$ cat src/rtl/demux16_fifo_router.sv
// 1-to-2 word router with an independent FIFO per output channel.
// Each channel drains on its own valid/ready port; order kept per channel.
module demux16_fifo_router #(
  parameter int WIDTH = 16,
  parameter int DEPTH = 2,
  parameter int CW    = $clog2(DEPTH+1)
) (
  input  logic             clk,
  input  logic             rst_n,
  input  logic             in_valid,
  output logic             in_ready,
  input  logic [WIDTH-1:0] A,
  input  logic             sel,
  output logic             y0_valid,
  input  logic             y0_ready,
  output logic [WIDTH-1:0] Y0,
  output logic             y1_valid,
  input  logic             y1_ready,
  output logic [WIDTH-1:0] Y1,
  output logic [CW-1:0]    y0_count,
  output logic [CW-1:0]    y1_count
);

  localparam int PW = $clog2(DEPTH);
  localparam logic [CW-1:0] FULL = CW'(DEPTH);
  localparam logic [PW-1:0] PONE = PW'(1);
  localparam logic [CW-1:0] CONE = CW'(1);

  logic [WIDTH-1:0] mem0_q [DEPTH];
  logic [WIDTH-1:0] mem1_q [DEPTH];

  logic [PW-1:0] wr0_q, wr0_d;
  logic [PW-1:0] rd0_q, rd0_d;
  logic [PW-1:0] wr1_q, wr1_d;
  logic [PW-1:0] rd1_q, rd1_d;
  logic [CW-1:0] cnt0_q, cnt0_d;
  logic [CW-1:0] cnt1_q, cnt1_d;

  logic push0, push1;
  logic pop0, pop1;
  logic full0, full1;

  // A full channel refuses even if it pops this cycle: no pass-through.
  assign full0    = (cnt0_q == FULL);
  assign full1    = (cnt1_q == FULL);
  assign in_ready = sel ? !full1 : !full0;

  assign push0 = in_valid && !sel && !full0;
  assign push1 = in_valid &&  sel && !full1;

  assign y0_valid = (cnt0_q != '0);
  assign y1_valid = (cnt1_q != '0);

  assign pop0 = y0_valid && y0_ready;
  assign pop1 = y1_valid && y1_ready;

  assign Y0 = y0_valid ? mem0_q[rd0_q] : '0;
  assign Y1 = y1_valid ? mem1_q[rd1_q] : '0;

  assign y0_count = cnt0_q;
  assign y1_count = cnt1_q;

  always_comb begin
    wr0_d  = wr0_q;
    rd0_d  = rd0_q;
    cnt0_d = cnt0_q;
    if (push0) wr0_d = wr0_q + PONE;
    if (pop0)  rd0_d = rd0_q + PONE;
    unique case ({push0, pop0})
      2'b10:   cnt0_d = cnt0_q + CONE;
      2'b01:   cnt0_d = cnt0_q - CONE;
      default: cnt0_d = cnt0_q;
    endcase
  end

  always_comb begin
    wr1_d  = wr1_q;
    rd1_d  = rd1_q;
    cnt1_d = cnt1_q;
    if (push1) wr1_d = wr1_q + PONE;
    if (pop1)  rd1_d = rd1_q + PONE;
    unique case ({push1, pop1})
      2'b10:   cnt1_d = cnt1_q + CONE;
      2'b01:   cnt1_d = cnt1_q - CONE;
      default: cnt1_d = cnt1_q;
    endcase
  end

  always_ff @(posedge clk or negedge rst_n) begin
    if (!rst_n) begin
      wr0_q  <= '0;
      rd0_q  <= '0;
      cnt0_q <= '0;
      wr1_q  <= '0;
      rd1_q  <= '0;
      cnt1_q <= '0;
    end else begin
      wr0_q  <= wr0_d;
      rd0_q  <= rd0_d;
      cnt0_q <= cnt0_d;
      wr1_q  <= wr1_d;
      rd1_q  <= rd1_d;
      cnt1_q <= cnt1_d;
    end
  end

  // Storage is left uncleared; counts alone decide what is valid.
  always_ff @(posedge clk) begin
    if (push0) mem0_q[wr0_q] <= A;
    if (push1) mem1_q[wr1_q] <= A;
  end

endmodule

$ cat config.mk
export PLATFORM = sky130hd
export DESIGN_NAME = demux16_fifo_router
export DESIGN_NICKNAME = d
export VERILOG_FILES = /design/src/rtl/demux16_fifo_router.sv
export SDC_FILE = /design/constraint.sdc
export NUM_CORES = 1
export LEC_CHECK = 0
export ABC_CLOCK_PERIOD_IN_PS = 2250
export CORE_ASPECT_RATIO = 0.9
export CORE_MARGIN = 2
export CORE_UTILIZATION = 50
export DETAILED_ROUTE_END_ITERATION = 10
export PLACE_DENSITY = 0.78
export SETUP_SLACK_MARGIN = 0.15
export SLEW_MARGIN = 20
export SYNTH_ARGS = -nofsm -noshare
export SYNTH_HDL_FRONTEND = slang
export SYNTH_SLANG_ARGS = --single-unit
export TNS_END_PERCENT = 30
$ cat constraint.sdc
create_clock -name clk -period 2.25 [get_ports clk]
set_clock_uncertainty 0.1 [all_clocks]
set_input_delay 0.5625 -clock clk [delete_from_list [all_inputs] [get_ports clk]]
set_output_delay 0.5625 -clock clk [all_outputs]
set_load 0.02 [all_outputs]
# [Yosys cells after proc, flatten, opt, wreduce, memory -nomap -nowiden]
# Memories as Yosys holds them, arrays and structs flattened.
# Cells that the tools add are included.
# Widths: inputs -> output; s select.
[op_classes] mux=9 reduce_logical=13 eq_ne=6 n_addsub=8
[ops] op="$mux 16" n=2
[ops] op="$eq 2x2->1 const B" n=4
[ops] op="$pmux 2 s2" n=2
[ops] op="$reduce_bool 2->1" n=4
[ops] op="$logic_and 1x1->1" n=6
[ops] op="$mux 1" n=5
[ops] op="$add 1x1->1 const B" n=4
[ops] op="$add 2x1->2 const B" n=2
[ops] op="$eq 2x1->1 const B" n=2
[ops] op="$sub 2x1->2 const B" n=2
[ops] op="$logic_not 1->1" n=3
[totals] elab_cells=44 reg_bits=8 inputBits=22 ram_bits=64 memories=2 out_inout_bits=39
[memory_table] memory="mem0_q" words=2 word_bits=16 rd=1 rd_clocked_by_memory_dff=0 write_ports=1 line="29" rtl="logic [WIDTH-1:0] mem0_q [DEPTH];"
[memory_table] memory="mem1_q" words=2 word_bits=16 rd=1 rd_clocked_by_memory_dff=0 write_ports=1 line="30" rtl="logic [WIDTH-1:0] mem1_q [DEPTH];"

# [Longest topological paths before layout]
[logic_depth] depth_word=5 ltp_mapped=6 ltp_nobuf=6

# [Worst setup path after synthesis]
# Ideal clock, no wire load.
[synth_path] path_kind="flip-flop to flip-flop" start="reg cnt0_q[0] (netlist: y0_count[0])" end="mem mem0_q[1][0] (enable)" period_less_slack_ns=2.039 path_stages_with_launch=4 t_required_ns=1.761 arrival_time_ns=1.550 slack_ns=0.211 setup_time_ns=0.389 n_path_buf=0 cell_sequence="dfrtp_1 > nand2b_1 > nand3b_1 > nor2_1"
[synth_via] elab_chain_cells=5
[synth_lines] item="from (decl)" line="36" rtl="logic [CW-1:0] cnt0_q, cnt0_d;"
[synth_lines] item="from (signal assigned)" line="100" rtl="cnt0_q <= cnt0_d;"
[synth_lines] item="$eq 2x2->1" line="44" rtl="assign full0 = (cnt0_q == FULL);"
[synth_lines] item="$logic_not 1->1" line="48" rtl="assign push0 = in_valid && !sel && !full0;"
[synth_lines] item="$logic_and 1x1->1" line="48"
[synth_lines] item="$mux 1" line="109" rtl="if (push0) mem0_q[wr0_q] <= A;"
[synth_lines] item="$mux 1 (implied by the code)" line="109"
[synth_lines] item="to (decl)" line="29"
# Every way passes these cells.

# [Worst setup path in the final report]
[layout_path] start="reg rd0_q" end="out Y0[3]"
[layout_via] elab_chain_cells=2
[layout_lines] item="from (decl)" line="33" rtl="logic [PW-1:0] rd0_q, rd0_d;"
[layout_lines] item="from (signal assigned)" line="99" rtl="rd0_q <= rd0_d;"
[layout_lines] item="$mem_v2 2x16"
[layout_lines] item="$mux 16" line="57" rtl="assign Y0 = y0_valid ? mem0_q[rd0_q] : '0;"
[layout_lines] item="to (decl)" line="16" rtl="output logic [WIDTH-1:0] Y0,"
# Every way passes these cells.

==> impl_summary.md <==
Cells and area
The final net count is 283. 0 antenna diodes ended up in the layout. Cells with a size suffix above 1 make up approximately a quarter of the layout. The flip-flop and latch area is 2130 um2. The multi-input combinational cells in the finished layout cover a total of 673 um2. The filler cells instantiated in the layout total between 400 and 500. The finished cells cover between 3000 and 4000 um2. Leaving out fill and tap cells, the most frequent cells in the layout are sky130_fd_sc_hd__edfxtp_1, sky130_fd_sc_hd__nor2_1, sky130_fd_sc_hd__mux2i_1, sky130_fd_sc_hd__clkdlybuf4s50_1, sky130_fd_sc_hd__dlygate4sd2_1. Compared with the post-synthesis result, the final layout area differs by 35.6%.

Leaving out fill and tap cells, the most frequent cell in the layout is sky130_fd_sc_hd__edfxtp_1.

Synth
For this run, the number of Yosys warnings is 0. The number of distinct library cell variants in the gate-level netlist after synthesis is 18. Sequential cells were found to cover 74.7% of the synthesized design area. In the synthesized netlist, the number of instances is 173. The post-synth design cell area is 2840 um2.

The synthesized design contains 72 register bits. The post-synthesis average cell area is roughly 16 um2. The number of nets produced by synthesis is around 200.

Routing
The detailed-route via count is 1638. After detailed routing, the total wire length is about 5.4 mm. The DRC violations left is 0.

The number of DRC violations after detailed-routing iteration 0 is 76. Before antenna repair, the detailed router went through 4 iterations. After detailed routing, the number of vias per cell comes to 4.90. The wire length per cell is 16.2 um. In this run the remaining antenna-violating nets after routing total 0.

Floorplanning
The chip width is 83.4 um. Measured along the y axis, the die boundary spans 75.5 um. The initial utilization of the core area, before any placement, comes to 50.7%. The core box area is between 5000 and 6000 um2.

The initialized floorplan defines 26 standard-cell rows. The I/O pin count is 61. The floorplan step defined a die boundary enclosing 6300 um2.

STA
The final-report setup violation count is 0. Setup repair after global routing could not meet its margin everywhere. For the pin with the worst max-slew slack, the measured transition is 362 ps. The fmax is 0.464 GHz. The final number of max-transition violations is 0. The final worst-path setup slack is 97.1 ps. The hold violation count in the final report was 0. The final critical path takes up 95.7% of the cycle. In this run the tightest slew margin relative to its limit is between 70% and 80%. The worst path in the final design needs a cycle of 2150 ps, including I/O delays and setup.

Placement
The congestion estimate from routability-driven global placement came to 0.691. Once detailed placement completed, the half-perimeter wirelength came to roughly 3.6 mm. The count of input and output buffers is 60. The instance area at placement is 3650 um2. The pre-CTS setup slack is -334 ps.

Clocking
The clock-pin transition on the worst setup and hold timing paths is 70 ps. The H-tree depth is 3. The total CTS buffers is 9.

The root cell of the clock tree is sky130_fd_sc_hd__clkbuf_8. TritonCTS built the clock tree. The clock passes through at most 2 buffers. The tree built by TritonCTS fans out to 72 sinks. The cts-stage hold buffer count is 0. The later pin in the worst-skew pair is clocked with a latency of 340 ps.

Global routing
Global routing consumed, over all layers together, 18.3% of the routing resources. Entering global routing, the biggest net connects 19 pins. The total overflow reported by the global router is 0. The number of antenna violations at the first check in global routing is 0. The first-pass GRT wire length is ~8.3 mm. The via count of the first global-routing pass is between 1.5k and 2k.

Setup path
The worst setup path is captured at an output port. Data arrives at the worst endpoint at roughly 1500 ps. Setup slack on the worst reg-to-reg path comes out at 520 ps. The critical path is of the reg2out type. The kind of start point of the critical path is a flip-flop. The required arrival time at the worst endpoint is around 1600 ps. Of all nets on the critical path, the largest fanout is 5.

Power and ir drop
Total power for the finished layout comes to 0.00514 W. The proportion of power drawn by flip-flops and latches is 35.8%. Of the total power, the clock network draws approximately 18%. The combinational share of power is 46.0%. The worst ir drop on vdd is 0.719 mV. The leakage dissipation is 1.53 nW. The total net switching power is 0.00185 W.

Of the total power, the share spent switching nets is 36.0%. The total power per unit cell area is about 1300 nW/um2. The internal portion of the total power is between 0.003 and 0.004 W.

Outcome
The flow ran to the end, and the final reports show no timing, DRC or antenna violations.

Run
Across the run, the number of max-cap violations was 0.

Worst hold path
The path class of the lowest-slack min-delay path is in2async.
==> registers in the layout (all words and copies together) (netlist names) <==
| register | count |
|---|---|
| mem0_q | 32 |
| mem1_q | 32 |
| y0_count | 2 |
| y1_count | 2 |
| rd0_q | 1 |
| rd1_q | 1 |
| wr0_q | 1 |
| wr1_q | 1 |
==> power groups by stage <==
stage | Sequential, W | Clock, W | Combinational [W]
after floorplan | 0.00187 | 0 | 0.00132
after global placement | 0.00184 | 0 | 0.00246
after detailed placement | 0.00186 | 0 | 0.00248
after CTS | 0.00183 | 0.000953 | 0.00229
after global routing | 0.00186 | 0.00101 | 0.00254
final | 0.00184 | 0.000931 | 0.00237
==> synthesized netlist by cell type <==
cell	n	area share (%)
sky130_fd_sc_hd__buf_2	1	0.18
sky130_fd_sc_hd__buf_4	3	0.79
sky130_fd_sc_hd__buf_6	2	0.79
sky130_fd_sc_hd__dfrtp_1	8	7.1
sky130_fd_sc_hd__edfxtp_1	64	68
sky130_fd_sc_hd__ha_1	2	0.88
sky130_fd_sc_hd__inv_1	4	0.53
sky130_fd_sc_hd__mux2_2	1	0.40
sky130_fd_sc_hd__mux2i_1	32	11
sky130_fd_sc_hd__nand2b_1	2	0.44
sky130_fd_sc_hd__nand3_2	1	0.35
sky130_fd_sc_hd__nand3b_1	1	0.26
sky130_fd_sc_hd__nor2_1	38	5.0
sky130_fd_sc_hd__nor2_2	1	0.22
sky130_fd_sc_hd__nor2_4	1	0.40
sky130_fd_sc_hd__nor2b_2	2	0.62
sky130_fd_sc_hd__xnor2_1	6	1.9
sky130_fd_sc_hd__xor2_1	4	1.2
==> metal layers <==
metal  up-vias  track usage (%)  wire length (um)
met4         0             9.14               106
li1        791                -                 -
met3         9             4.88               294
met2        47             31.0              2690
met1       791             22.5              2330
met5         -                0                 0
==> cells by family (layout without fill, tap and decap cells) <==
kind of cell | count (synthesis) | count (layout) | share of synthesized area (%)
flip-flops | 72 | 72 | 74.7
AND/OR/NAND/NOR | 46 | 46 | 7.32
multiplexers | 33 | 33 | 11.7
XOR/XNOR | 10 | 10 | 3.08
buffers and inverters | 10 | 101 | 2.29
adder cells (fa/ha/maj) | 2 | 2 | 0.881
==> worst paths after layout <==
kind,cells past startpoint,end,start
max,5,Y0[3],rd0_q
min,1,y0_count[1],rst_n
max reg2reg,6,y0_count[1],y0_count[1]
min reg2reg,1,wr1_q,wr1_q
max in group asynchronous,1,rd0_q,rst_n
min in group clk,1,wr1_q,wr1_q
==> worst max-delay path, stage by stage, from the launching register on <==
cell	delay, ps
sky130_fd_sc_hd__dfrtp_2	450
sky130_fd_sc_hd__clkbuf_16	170
sky130_fd_sc_hd__buf_4	130
sky130_fd_sc_hd__mux2i_1	100
sky130_fd_sc_hd__nor2_1	110
sky130_fd_sc_hd__buf_2	190
==> final cells by class <==
cell class | count | share of cell area, %
clock buffer | 12 | 3.51
clock inverter | 4 | 1.17
inverter | 4 | 0.390
multi-input combinational | 91 | 17.5
sequential | 72 | 55.2
tap | 70 | 2.28
timing repair buffer | 81 | 19.9
==> stage by stage <==
step	setup TNS [ps]	instances	util [%]	hold WS [ps]
final	0	334	68.8	399
after global routing	0	334	68.8	423
after CTS	0	329	67.9	398
after detailed placement	-358	311	65.3	402
after global placement	-317	311	65.3	399
after floorplan	0	173	-	167
==> repair_timing <==
action                                  4_1_cts  5_1_grt
resized for setup                            59       20
buffers inserted                              2        4
endpoints found under the setup margin       37       32
gates cloned                                  0        1
Power figures use the tool's default switching activity.
